`config.mk`:
```
export PLATFORM = sky130hd
export DESIGN_NAME = bus_rr
export DESIGN_NICKNAME = d
export VERILOG_FILES = /design/src/rtl/bus_rr.sv
export SDC_FILE = /design/constraint.sdc
export NUM_CORES = 1
export LEC_CHECK = 0
export CORE_AREA = 4 4 181 183
export DETAILED_ROUTE_END_ITERATION = 8
export DIE_AREA = 0 0 185 187
export PLACE_DENSITY = 0.52
export SYNTH_ARGS = -nofsm -noshare
export SYNTH_HDL_FRONTEND = slang
export SYNTH_SLANG_ARGS = --single-unit
export TNS_END_PERCENT = 5
```
`constraint.sdc`:
```
create_clock -name clk -period 4.34 [get_ports clk]
set_input_delay 0.434 -clock clk [delete_from_list [all_inputs] [get_ports clk]]
set_output_delay 0.434 -clock clk [all_outputs]
set_load 0.03 [all_outputs]
```
`src/rtl/bus_rr.sv`:
```
// Shared-bus interconnect: round-robin arbitration across masters, address decode to
// a one-hot slave select, and registered read/decode-error responses tagged with the master id.
module bus_rr #(
  parameter int NUM_MASTERS = 3,
  parameter int NUM_SLAVES  = 8,
  parameter int ADDR_W      = 8,
  parameter int DATA_W      = 32,
  parameter int MAX_HOLD    = 0,
  localparam int SB  = (NUM_SLAVES  > 1) ? $clog2(NUM_SLAVES)  : 1,
  localparam int MIW = (NUM_MASTERS > 1) ? $clog2(NUM_MASTERS) : 1
) (
  input  logic                         clk,
  input  logic                         reset,
  input  logic [NUM_MASTERS-1:0]       m_req,
  input  logic [NUM_MASTERS-1:0]       m_wr,
  input  logic [NUM_MASTERS*ADDR_W-1:0] m_addr,
  input  logic [NUM_MASTERS*DATA_W-1:0] m_wdata,
  output logic [NUM_MASTERS-1:0]       m_grant,
  output logic [NUM_SLAVES-1:0]        s_sel,
  output logic [ADDR_W-1:0]            s_addr,
  output logic                         s_wr,
  output logic [DATA_W-1:0]            s_wdata,
  input  logic [NUM_SLAVES*DATA_W-1:0] s_rdata,
  output logic [DATA_W-1:0]            m_rdata,
  output logic                         m_rvalid,
  output logic [MIW-1:0]               m_rid,
  output logic                         m_err
);

  localparam int HW = (MAX_HOLD > 1) ? $clog2(MAX_HOLD) : 1;
  // Hold counter saturates at the rotation threshold so a late-arriving requester still forces a handover.
  localparam logic [HW-1:0]  CNT_SAT  = (MAX_HOLD > 0) ? HW'(MAX_HOLD - 1) : {HW{1'b1}};
  localparam logic [MIW-1:0] LAST_RST = MIW'(NUM_MASTERS - 1);

  typedef enum logic {IDLE, OWNED} state_e;

  state_e                 state_q, state_d;
  logic [MIW-1:0]         owner_q, owner_d;
  logic [MIW-1:0]         last_q, last_d;
  logic [HW-1:0]          cnt_q, cnt_d;
  logic [NUM_MASTERS-1:0] grant_q, grant_d;

  logic [NUM_MASTERS-1:0] others_req;
  logic                   force_rot;
  logic                   pick_found;
  logic [MIW-1:0]         pick_idx;
  int                     cand;
  logic [MIW-1:0]         cand_idx;

  assign others_req = m_req & ~(NUM_MASTERS'(1) << owner_q);
  assign force_rot  = (MAX_HOLD > 0) && (state_q == OWNED) && (cnt_q == CNT_SAT) && (|others_req);

  // Round-robin scan starting just after the last winner; a forced rotation skips the owner.
  always_comb begin
    pick_found = 1'b0;
    pick_idx   = '0;
    cand       = 0;
    cand_idx   = '0;
    for (int i = 1; i <= NUM_MASTERS; i++) begin
      cand     = (int'(last_q) + i) % NUM_MASTERS;
      cand_idx = MIW'(cand);
      if (!pick_found && m_req[cand_idx] && !(force_rot && (cand_idx == owner_q))) begin
        pick_found = 1'b1;
        pick_idx   = cand_idx;
      end
    end
  end

  always_ff @(posedge clk or posedge reset) begin
    if (reset) begin
      state_q <= IDLE;
      owner_q <= '0;
      last_q  <= LAST_RST;
      cnt_q   <= '0;
      grant_q <= '0;
    end else begin
      state_q <= state_d;
      owner_q <= owner_d;
      last_q  <= last_d;
      cnt_q   <= cnt_d;
      grant_q <= grant_d;
    end
  end

  always_comb begin
    state_d = state_q;
    owner_d = owner_q;
    last_d  = last_q;
    cnt_d   = cnt_q;
    if ((state_q == OWNED) && m_req[owner_q] && !force_rot) begin
      if (cnt_q != CNT_SAT) cnt_d = cnt_q + 1'b1;
    end else if (pick_found) begin
      state_d = OWNED;
      owner_d = pick_idx;
      last_d  = pick_idx;
      cnt_d   = '0;
    end else begin
      state_d = IDLE;
      cnt_d   = '0;
    end
  end

  always_comb begin
    grant_d = '0;
    if (state_d == OWNED) grant_d = NUM_MASTERS'(1) << owner_d;
  end

  logic              active;
  logic [SB-1:0]     slv_idx;
  logic              dec_ok;
  logic              rd_fire;
  logic              err_fire;
  logic [DATA_W-1:0] rd_sel;

  assign active = (state_q == OWNED) && m_req[owner_q];

  always_comb begin
    s_addr  = '0;
    s_wr    = 1'b0;
    s_wdata = '0;
    if (active) begin
      s_addr  = m_addr[int'(owner_q)*ADDR_W +: ADDR_W];
      s_wr    = m_wr[owner_q];
      s_wdata = m_wdata[int'(owner_q)*DATA_W +: DATA_W];
    end
  end

  generate
    if (NUM_SLAVES == 1) begin : g_single
      assign slv_idx = '0;
    end else begin : g_multi
      assign slv_idx = s_addr[ADDR_W-1 -: SB];
    end
  endgenerate

  assign dec_ok   = int'(slv_idx) < NUM_SLAVES;
  assign s_sel    = (active && dec_ok) ? (NUM_SLAVES'(1) << slv_idx) : '0;
  assign rd_fire  = active && !s_wr && dec_ok;
  assign err_fire = active && !dec_ok;

  always_comb begin
    rd_sel = '0;
    for (int j = 0; j < NUM_SLAVES; j++) begin
      if (slv_idx == SB'(j)) rd_sel = s_rdata[j*DATA_W +: DATA_W];
    end
  end

  logic [DATA_W-1:0] rdata_q;
  logic              rvalid_q;
  logic [MIW-1:0]    rid_q;
  logic              err_q;

  // Response registers: rdata and rid only move when a response is actually issued.
  always_ff @(posedge clk or posedge reset) begin
    if (reset) begin
      rdata_q  <= '0;
      rvalid_q <= 1'b0;
      rid_q    <= '0;
      err_q    <= 1'b0;
    end else begin
      rvalid_q <= rd_fire;
      err_q    <= err_fire;
      if (rd_fire) rdata_q <= rd_sel;
      if (rd_fire || err_fire) rid_q <= owner_q;
    end
  end

  assign m_grant  = grant_q;
  assign m_rdata  = rdata_q;
  assign m_rvalid = rvalid_q;
  assign m_rid    = rid_q;
  assign m_err    = err_q;

endmodule

```
==> results.toml, run 1 <==
[clocking]
cts_resized = 0
h-tree-depth = 2
numCtsBuffers = 5
cts_tree = "built"
clk_pin_slew_worst_paths_ns = 0.08
clockBufferDepth = 2
clkLatencyLatePin_ns = 0.30
cts_root_buf = "clkbuf_16"
clock-sinks = 43
cts_setup_buffers = 0
cts_hold_buf = 0

[final_layout]
drive_above_1_share = 0.0547
final_util = 0.357
fin_nets = 1682
syn_to_final_growth_pct = 86.9
multi_input_area_um2 = 4450
nFillCells = 3330
final_common_cell = "clkdlybuf4s50_1"
final_area_um2 = 11200
seqCellArea_um2 = 1080
final_cell_mix = "465 x clkdlybuf4s50_1, 121 x nand2_1, 117 x nor2_1, 93 x a21oi_1"

[critical_path]
cp_data_arrival_time_ns = 3.03
worst-setup-path-type = "flop to output pin"
path_cells = "nor2b_2, buf_4, a21oi_1, nor2_1, clkdlybuf4s50_1"
rrSetupSlack_ns = 1.13
rr_endpoint = "m_rdata[29]"
cpPeakStageDelay_ns = 0.75
crit_required_ns = 3.91
startpoint_type = "flop"
reg2regPathDepth = 8
cp_slowest_cell = "nor2b_2"
cp_max_fo = 20
end_kind = "output pin"
r2r_start = "owner_q[0]"

[routing]
dr_total_vias = 8706
first_pass_iters = 7
first_iter_violations = 489
antenna_left = 0
wirelength_um = 40700
avgViaCountPerCell = 5.12
drc = 0
wire_per_inst_um = 24.0

[sta]
setup_viol = 0
timing.setup.tns_ns = 0
finalCritPeriodShare = 0.797
slew_headroom = 0.436
worst_clock_skew_ns = 0.0128
rsz0062_at_grt = "no"
fmax_mhz = 289
tightest_slew_ns = 0.846
hold_viol_final = 0
layout_setup_ws_ns = 0.879
period_minus_slack_ns = 3.46
slew_violations = 0

[synth]
ys_async_sr_fraction = 1.00
ys.flop_type = "dfrtp_1"
ys_warn_count = 0
ys_types = 62
syn-cell-area_um2 = 5970
synth_cells = 878
synth_edf_count = 0
ys_seq_area_frac = 0.180
syn-num-nets = 1264
synth-seq-cells = 43
syn_area_per_cell_um2 = 6.80

[floorplanning]
chipWidth_um = 185
die_h_um = 187
coreArea_um2 = 31200
die_area_um2 = 34600
rows = 65
io_pins = 472
start_util = 0.191

[power_and_ir_drop]
power.density_nw_per_um2 = 574
irDropWorstVdd_v = 0.000316
cellLeakagePower_nw = 4.24
power_mw = 6.40

[grt]
gr-usage-all-layers = 0.218
grt_remaining_overflow = 0
grt_pass1_vias = 8817
grt_pass1_wl_um = 57200
grt_max_degree = 59
grt_antenna_before_repair = 1

[hold_path]
hold_path_class = "primary input to asynchronous set/reset pin"

[place]
placed_area_um2 = 11000
numPortBuffers = 470
gp_congestion = 0.843
dp_hpwl_um = 31400
dp_slack_ns = 0.921

[flow_run]
max_cap_violations = 0

[status]
status = "completed"
worst max path at each step:
stage,start,end,slack [ns],depth (start not counted)
after detailed placement,m_addr[14],s_sel[4],0.92,6
after global routing,owner_q[1],s_wdata[20],0.70,5
after floorplan,owner_q[0],s_addr[5],1.91,8
final,owner_q[1],s_wdata[19],0.88,5
after global placement,m_addr[14],s_sel[4],0.91,6
after CTS,owner_q[1],s_wdata[14],0.82,5
power breakdown:
part / leakage, nW / internal (mW) / switching [mW]
Sequential: 0.541 / 0.573 / 0.147
Combinational: 3.63 / 2.04 / 3.24
Clock: 0.0679 / 0.215 / 0.195
critical path, delay by kind of cell, from the launching register on:
kind / cells / cell delay, ns
DFF: 1 / 0.61
buffers and inverters: 2 / 1.07
and+or+nand+nor: 2 / 0.87
AOI/OAI and AO/OA: 1 / 0.18
layer usage:
| layer | routed length [µm] | GRT usage | up-vias |
|---|---|---|---|
| met4 | 1200 | 0.0663 | 2 |
| met5 | 6 | 0 | - |
| met2 | 20600 | 0.400 | 452 |
| li1 | - | - | 4092 |
| met1 | 14900 | 0.242 | 4111 |
| met3 | 4010 | 0.0632 | 49 |
cells in the mapped netlist, types with 10 or more instances:
library cell	count	share of area
o22ai_1	23	0.024
buf_2	44	0.037
nand2_1	122	0.077
dfrtp_1	42	0.18
a22oi_1	45	0.057
a2bb2oi_1	45	0.066
o21ai_0	45	0.038
mux2i_1	41	0.069
nor2_1	118	0.074
and2_1	21	0.022
nand3_1	30	0.025
inv_1	10	0.0063
clkbuf_1	32	0.020
a21oi_1	93	0.078
a221oi_1	22	0.032
o2bb2ai_1	27	0.040
registers in the layout (all words and copies together), names as in the netlist:
register / flops
state_q: 1
m_grant: 3
owner_q: 2
last_q: 2
m_rid: 2
m_rdata: 32
m_rvalid: 1
cell type report:
cell class,count,area share
repair buffers,502,0.443
multi-input cells,732,0.399
clock buffers,7,0.0119
flip-flops and latches,43,0.0967
inverters,12,0.00404
well taps,402,0.0451
clock inverters,1,0.000448
diodes,1,0.000224
kinds of logic (layout without fill, tap and decap cells):
kind of cell,Yosys count,count (layout),share of synthesized area
AO/OA/AOI/OAI,365,365,0.425
other,1,2,0.000628
buffers and inverters,103,522,0.0809
AND/OR/NAND/NOR,320,320,0.234
adder cells (fa/ha/maj),3,3,0.00587
flip-flops,43,43,0.180
multiplexers,43,43,0.0729
stage by stage:
stage / hold slack (ns) / std cells
after global placement: 0.475 / 1691
after floorplan: 0.479 / 878
after CTS: 0.500 / 1699
after detailed placement: 0.483 / 1691
final: 0.500 / 1700
after global routing: 0.528 / 1700
Note: power is estimated with default switching activity, not from simulation.
==> run 2, diff against run 1 <==
Settings changed: PLACE_DENSITY 0.52 to 0.54.
Clock period 4.34 ns to 3.05 ns, I/O delays scaled along.
==> results.toml, run 2 (synthesis gave the netlist of run 1 again) <==
[status]
status = "completed"

[critical_path]
rr_endpoint = "m_rdata[17]"
crit_required_ns = 2.74
r2r_start = "owner_q[0]"
crit_path_start = "owner_q[0]"
cp_data_arrival_time_ns = 2.58
reg2regPathDepth = 7
startpoint_type = "flop"
cp_max_fo = 13
worst-setup-path-type = "flop to output pin"
end_kind = "output pin"
rrSetupSlack_ns = 0.42

[floorplanning]
io_pins = 472
die_area_um2 = 34600
rows = 65
die_h_um = 187
start_util = 0.191
chipWidth_um = 185
coreArea_um2 = 31200

[routing]
dr_total_vias = 8896
wirelength_um = 40800
wire_per_inst_um = 23.8
drc = 0
first_pass_iters = 6
antenna_left = 0
first_iter_violations = 452
avgViaCountPerCell = 5.18

[power_and_ir_drop]
cellLeakagePower_nw = 4.49
power_mw = 9.70
power.density_nw_per_um2 = 841
irDropWorstVdd_v = 0.000338

[sta]
worst_clock_skew_ns = 0.0112
slew_headroom = 0.620
tightest_slew_ns = 0.568
setup_viol = 0
period_minus_slack_ns = 2.89
fmax_mhz = 346
rsz0062_at_grt = "no"
slew_violations = 0
timing.setup.tns_ns = 0
finalCritPeriodShare = 0.946
hold_viol_final = 0

[grt]
grt_remaining_overflow = 0
grt_pass1_wl_um = 57600
grt_max_degree = 61
grt_pass1_vias = 9024
grt_antenna_before_repair = 6
gr-usage-all-layers = 0.218

[clocking]
clkLatencyLatePin_ns = 0.30
numCtsBuffers = 5
h-tree-depth = 2
clock-sinks = 43
cts_setup_buffers = 0
clockBufferDepth = 2
cts_tree = "built"
cts_root_buf = "clkbuf_16"
clk_pin_slew_worst_paths_ns = 0.06
cts_resized = 0
cts_hold_buf = 0

[final_layout]
syn_to_final_growth_pct = 93.2
fin_nets = 1694
stdcell_count = 1717
final_common_cell = "clkdlybuf4s50_1"
largest_register_ffs = 32
drive_above_1_share = 0.0985
final_cell_mix = "421 x clkdlybuf4s50_1, 121 x nand2_1, 117 x nor2_1, 93 x a21oi_1, 64 x buf_4"

[place]
dp_hpwl_um = 32100
place_inst = 1703
gp_congestion = 0.877
numPortBuffers = 470

[hold_path]
hold_path_class = "primary input to asynchronous set/reset pin"

[flow_run]
max_cap_violations = 0
run 2: cell types whose count changed in the layout (fill, tap and decap cells not counted), sizes merged:
cell           before  now
bufinv              0    1
diode               1    6
clkinv              1    2
clkdlybuf4s50     465  421
buf                37   93
clkbuf              7    5
run 2: critical path: stages (launching register included):
cell and delay (ns):
dfrtp_2 0.57, mux2i_1 0.50, o21a_1 0.30, nand3_1 0.46, nor2_1 0.26, buf_4 0.19
run 2: power breakdown:
group	total [mW]	leakage (nW)	switching (mW)	internal, mW
combinational	7.98	3.87	4.72	3.26
sequential	1.06	0.541	0.248	0.815
clock	0.662	0.0838	0.274	0.388
total	9.70	4.49	5.24	4.46
run 2: final cells by class:
cell class / count / area [µm²]
inverter: 12 / 45.0
clock buffer: 5 / 125
timing repair buffer: 514 / 5280
tap: 402 / 503
antenna: 6 / 15.0
sequential: 43 / 1080
multi-input combinational: 732 / 4450
clock inverter: 3 / 43.8
fill: 3296 / 19700
run 2: worst max-delay path by stage:
stage / end / slack [ns] / cells past startpoint
floorplan: s_addr[5] / 0.75 / 8
global placement: s_sel[7] / 0.32 / 8
detailed placement: s_sel[7] / 0.21 / 8
CTS: s_sel[7] / 0.13 / 7
global route: s_sel[7] / 0.01 / 7
finish: s_sel[3] / 0.16 / 5
run 2: routing by layer:
layer  routed length, µm  vias to the layer above  track usage
li1                    -                     4126            -
met1               14700                     4224        0.239
met2               21100                      495        0.408
met3                3780                       51       0.0558
met4                1140                        0       0.0678
met5                   0                        -            0
run 2: metrics by stage:
| stage | instance area (µm²) | hold WS (ns) | setup WS (ns) | utilization |
|---|---|---|---|---|
| after global routing | 11500 | 0.410 | 0.0111 | 0.369 |
| after detailed placement | 11400 | 0.468 | 0.212 | 0.363 |
| final | 11500 | 0.374 | 0.164 | 0.369 |
| after CTS | 11500 | 0.402 | 0.131 | 0.369 |
| after floorplan | 5970 | 0.479 | 0.750 | - |
| after global placement | 11400 | 0.485 | 0.315 | 0.363 |
==> run 3, diff against run 2 <==
Settings changed: CORE_AREA 4 4 181 183 to 4 4 179 181, DIE_AREA 0 0 185 187 to 0 0 183 185, PLACE_DENSITY 0.54 to 0.55.
==> results.toml, run 3 (synthesis gave the netlist of run 1 again) <==
[grt]
grt_pass1_vias = 8877
grt_remaining_overflow = 0
grt_antenna_before_repair = 6
grt_busiest_layer = "met2"
met1_usage = 0.235
use_met2 = 0.403
gr-usage-all-layers = 0.217
grt_pass1_wl_um = 56000
grt_max_degree = 47
use_met3 = 0.0658

[place]
gp_congestion = 0.872
place_inst = 1692
numPortBuffers = 470
dp_hpwl_um = 30700

[clocking]
clkLatencyLatePin_ns = 0.29
numCtsBuffers = 5
clock-sinks = 43
clockBufferDepth = 2
cts_hold_buf = 0
cts_tree = "built"
h-tree-depth = 2
cts_root_buf = "clkbuf_16"
clk_pin_slew_worst_paths_ns = 0.07

[sta]
holdWs_ns = 0.480
worst_clock_skew_ns = 0.00456
period_minus_slack_ns = 2.87
hold_viol_final = 0
fmax_mhz = 349
finalCritPeriodShare = 0.940
slew_headroom = 0.544
setup_viol = 0
tightest_slew_ns = 0.683
slew_violations = 0
timing.setup.tns_ns = 0

[power_and_ir_drop]
intPower_mw = 4.37
irDropWorstVdd_v = 0.000436
cellLeakagePower_nw = 4.47
power.density_nw_per_um2 = 830
power.share.clock = 0.059
p_switching_mw = 5.17
swShare = 0.542
seqPwrFrac = 0.110
comb_power_share = 0.831

[routing]
antenna_left = 0
dr_total_vias = 8689
avgViaCountPerCell = 5.09
drc = 0
wire_per_inst_um = 23.2
first_iter_violations = 375
wirelength_um = 39700
first_pass_iters = 5

[critical_path]
r2r_start = "owner_q[0]"
reg2regPathDepth = 7
rr_endpoint = "m_rdata[27]"
worst-setup-path-type = "flop to output pin"
startpoint_type = "flop"
crit_required_ns = 2.74
cpMostUsedCell = "buf_12"
rrSetupSlack_ns = 0.43
cpPeakStageDelay_ns = 0.63
cp_data_arrival_time_ns = 2.56
path_cells = "mux2_2, a21oi_4, buf_12, nand2_1, buf_12, nor2_1, buf_4"
path_depth = 7
cp_top_family = "flip-flops"
cp_slowest_cell = "dfrtp_2"
cp_max_fo = 33
end_kind = "output pin"
critPathBufInv = 3

[final_layout]
fin_nets = 1689
drive_above_1_share = 0.0959
syn_to_final_growth_pct = 92.5
final_common_cell = "clkdlybuf4s50_1"
stdcell_count = 1707
final_cell_mix = "421 x clkdlybuf4s50_1, 121 x nand2_1, 117 x nor2_1, 93 x a21oi_1, 57 x buf_4"
largest_register_ffs = 32
final_util = 0.378

[hold_path]
min_from = "m_rid[0]"
holdPathStages = 2
whs_endpoint = "m_rid[0]"
hold_path_class = "flop to flop"

[floorplanning]
chipWidth_um = 183
coreArea_um2 = 30400
die_h_um = 185
start_util = 0.196
io_pins = 472
die_area_um2 = 33900
rows = 64

[status]
status = "completed"

[flow_run]
max_cap_violations = 0
[run 3: cell count changes in the layout (fill, tap and decap cells not counted), sizes merged]
cell,delta
buf,-5
clkinv,+1
diode,+1
bufinv,-1
[run 3: area by class of cell]
class,instances,area [µm²]
fill,3223,18900
antenna,7,17.5
sequential,43,1080
inverter,12,45.0
tap,396,495
clock buffer,5,125
timing repair buffer,509,5260
multi-input combinational,732,4450
clock inverter,3,15.0
[run 3: repair_timing]
item / in CTS / in global routing
gates resized for setup: 0 / 1
setup buffers: 0 / 0
endpoints found under the setup margin: 0 / 1
[run 3: per-stage QoR]
step | area, µm² | power [mW] | worst slack (ns)
floorplan | 5970 | 5.61 | 0.750
global placement | 11300 | 9.01 | 0.356
detailed placement | 11300 | 9.04 | 0.321
CTS | 11500 | 9.64 | 0.0990
global route | 11500 | 10.2 | -0.000661
finish | 11500 | 9.54 | 0.184
[run 3: worst min-delay path: stages, from the launching register on]
cell,delay [ns]
dfrtp_1,0.34
nand2_1,0.05
nand2_1,0.06
[run 3: routing by layer]
layer  vias to the layer above  part of all wire
met5                         -           0.00018
met4                         2             0.030
met3                        62             0.092
met2                       452              0.51
met1                      4052              0.37
li1                       4121                 -
[run 3: worst max-delay path by stage]
stage          slack, ns       start     endpoint
2_1_floorplan       0.75  owner_q[0]    s_addr[5]
3_3_place_gp        0.36  owner_q[0]  m_rdata[15]
3_5_place_dp        0.32    m_req[1]  m_rdata[12]
4_1_cts              0.1  owner_q[0]   s_wdata[4]
5_1_grt          -0.0007  owner_q[0]   s_wdata[4]
6_report            0.18  owner_q[0]     s_sel[2]
[run 3: power groups by stage]
stage	Clock [mW]	Combinational (mW)	Sequential [mW]
CTS	0.587	8.00	1.05
global placement	0	7.96	1.05
global route	0.614	8.53	1.08
floorplan	0	4.27	1.34
detailed placement	0	7.98	1.06
finish	0.561	7.93	1.05
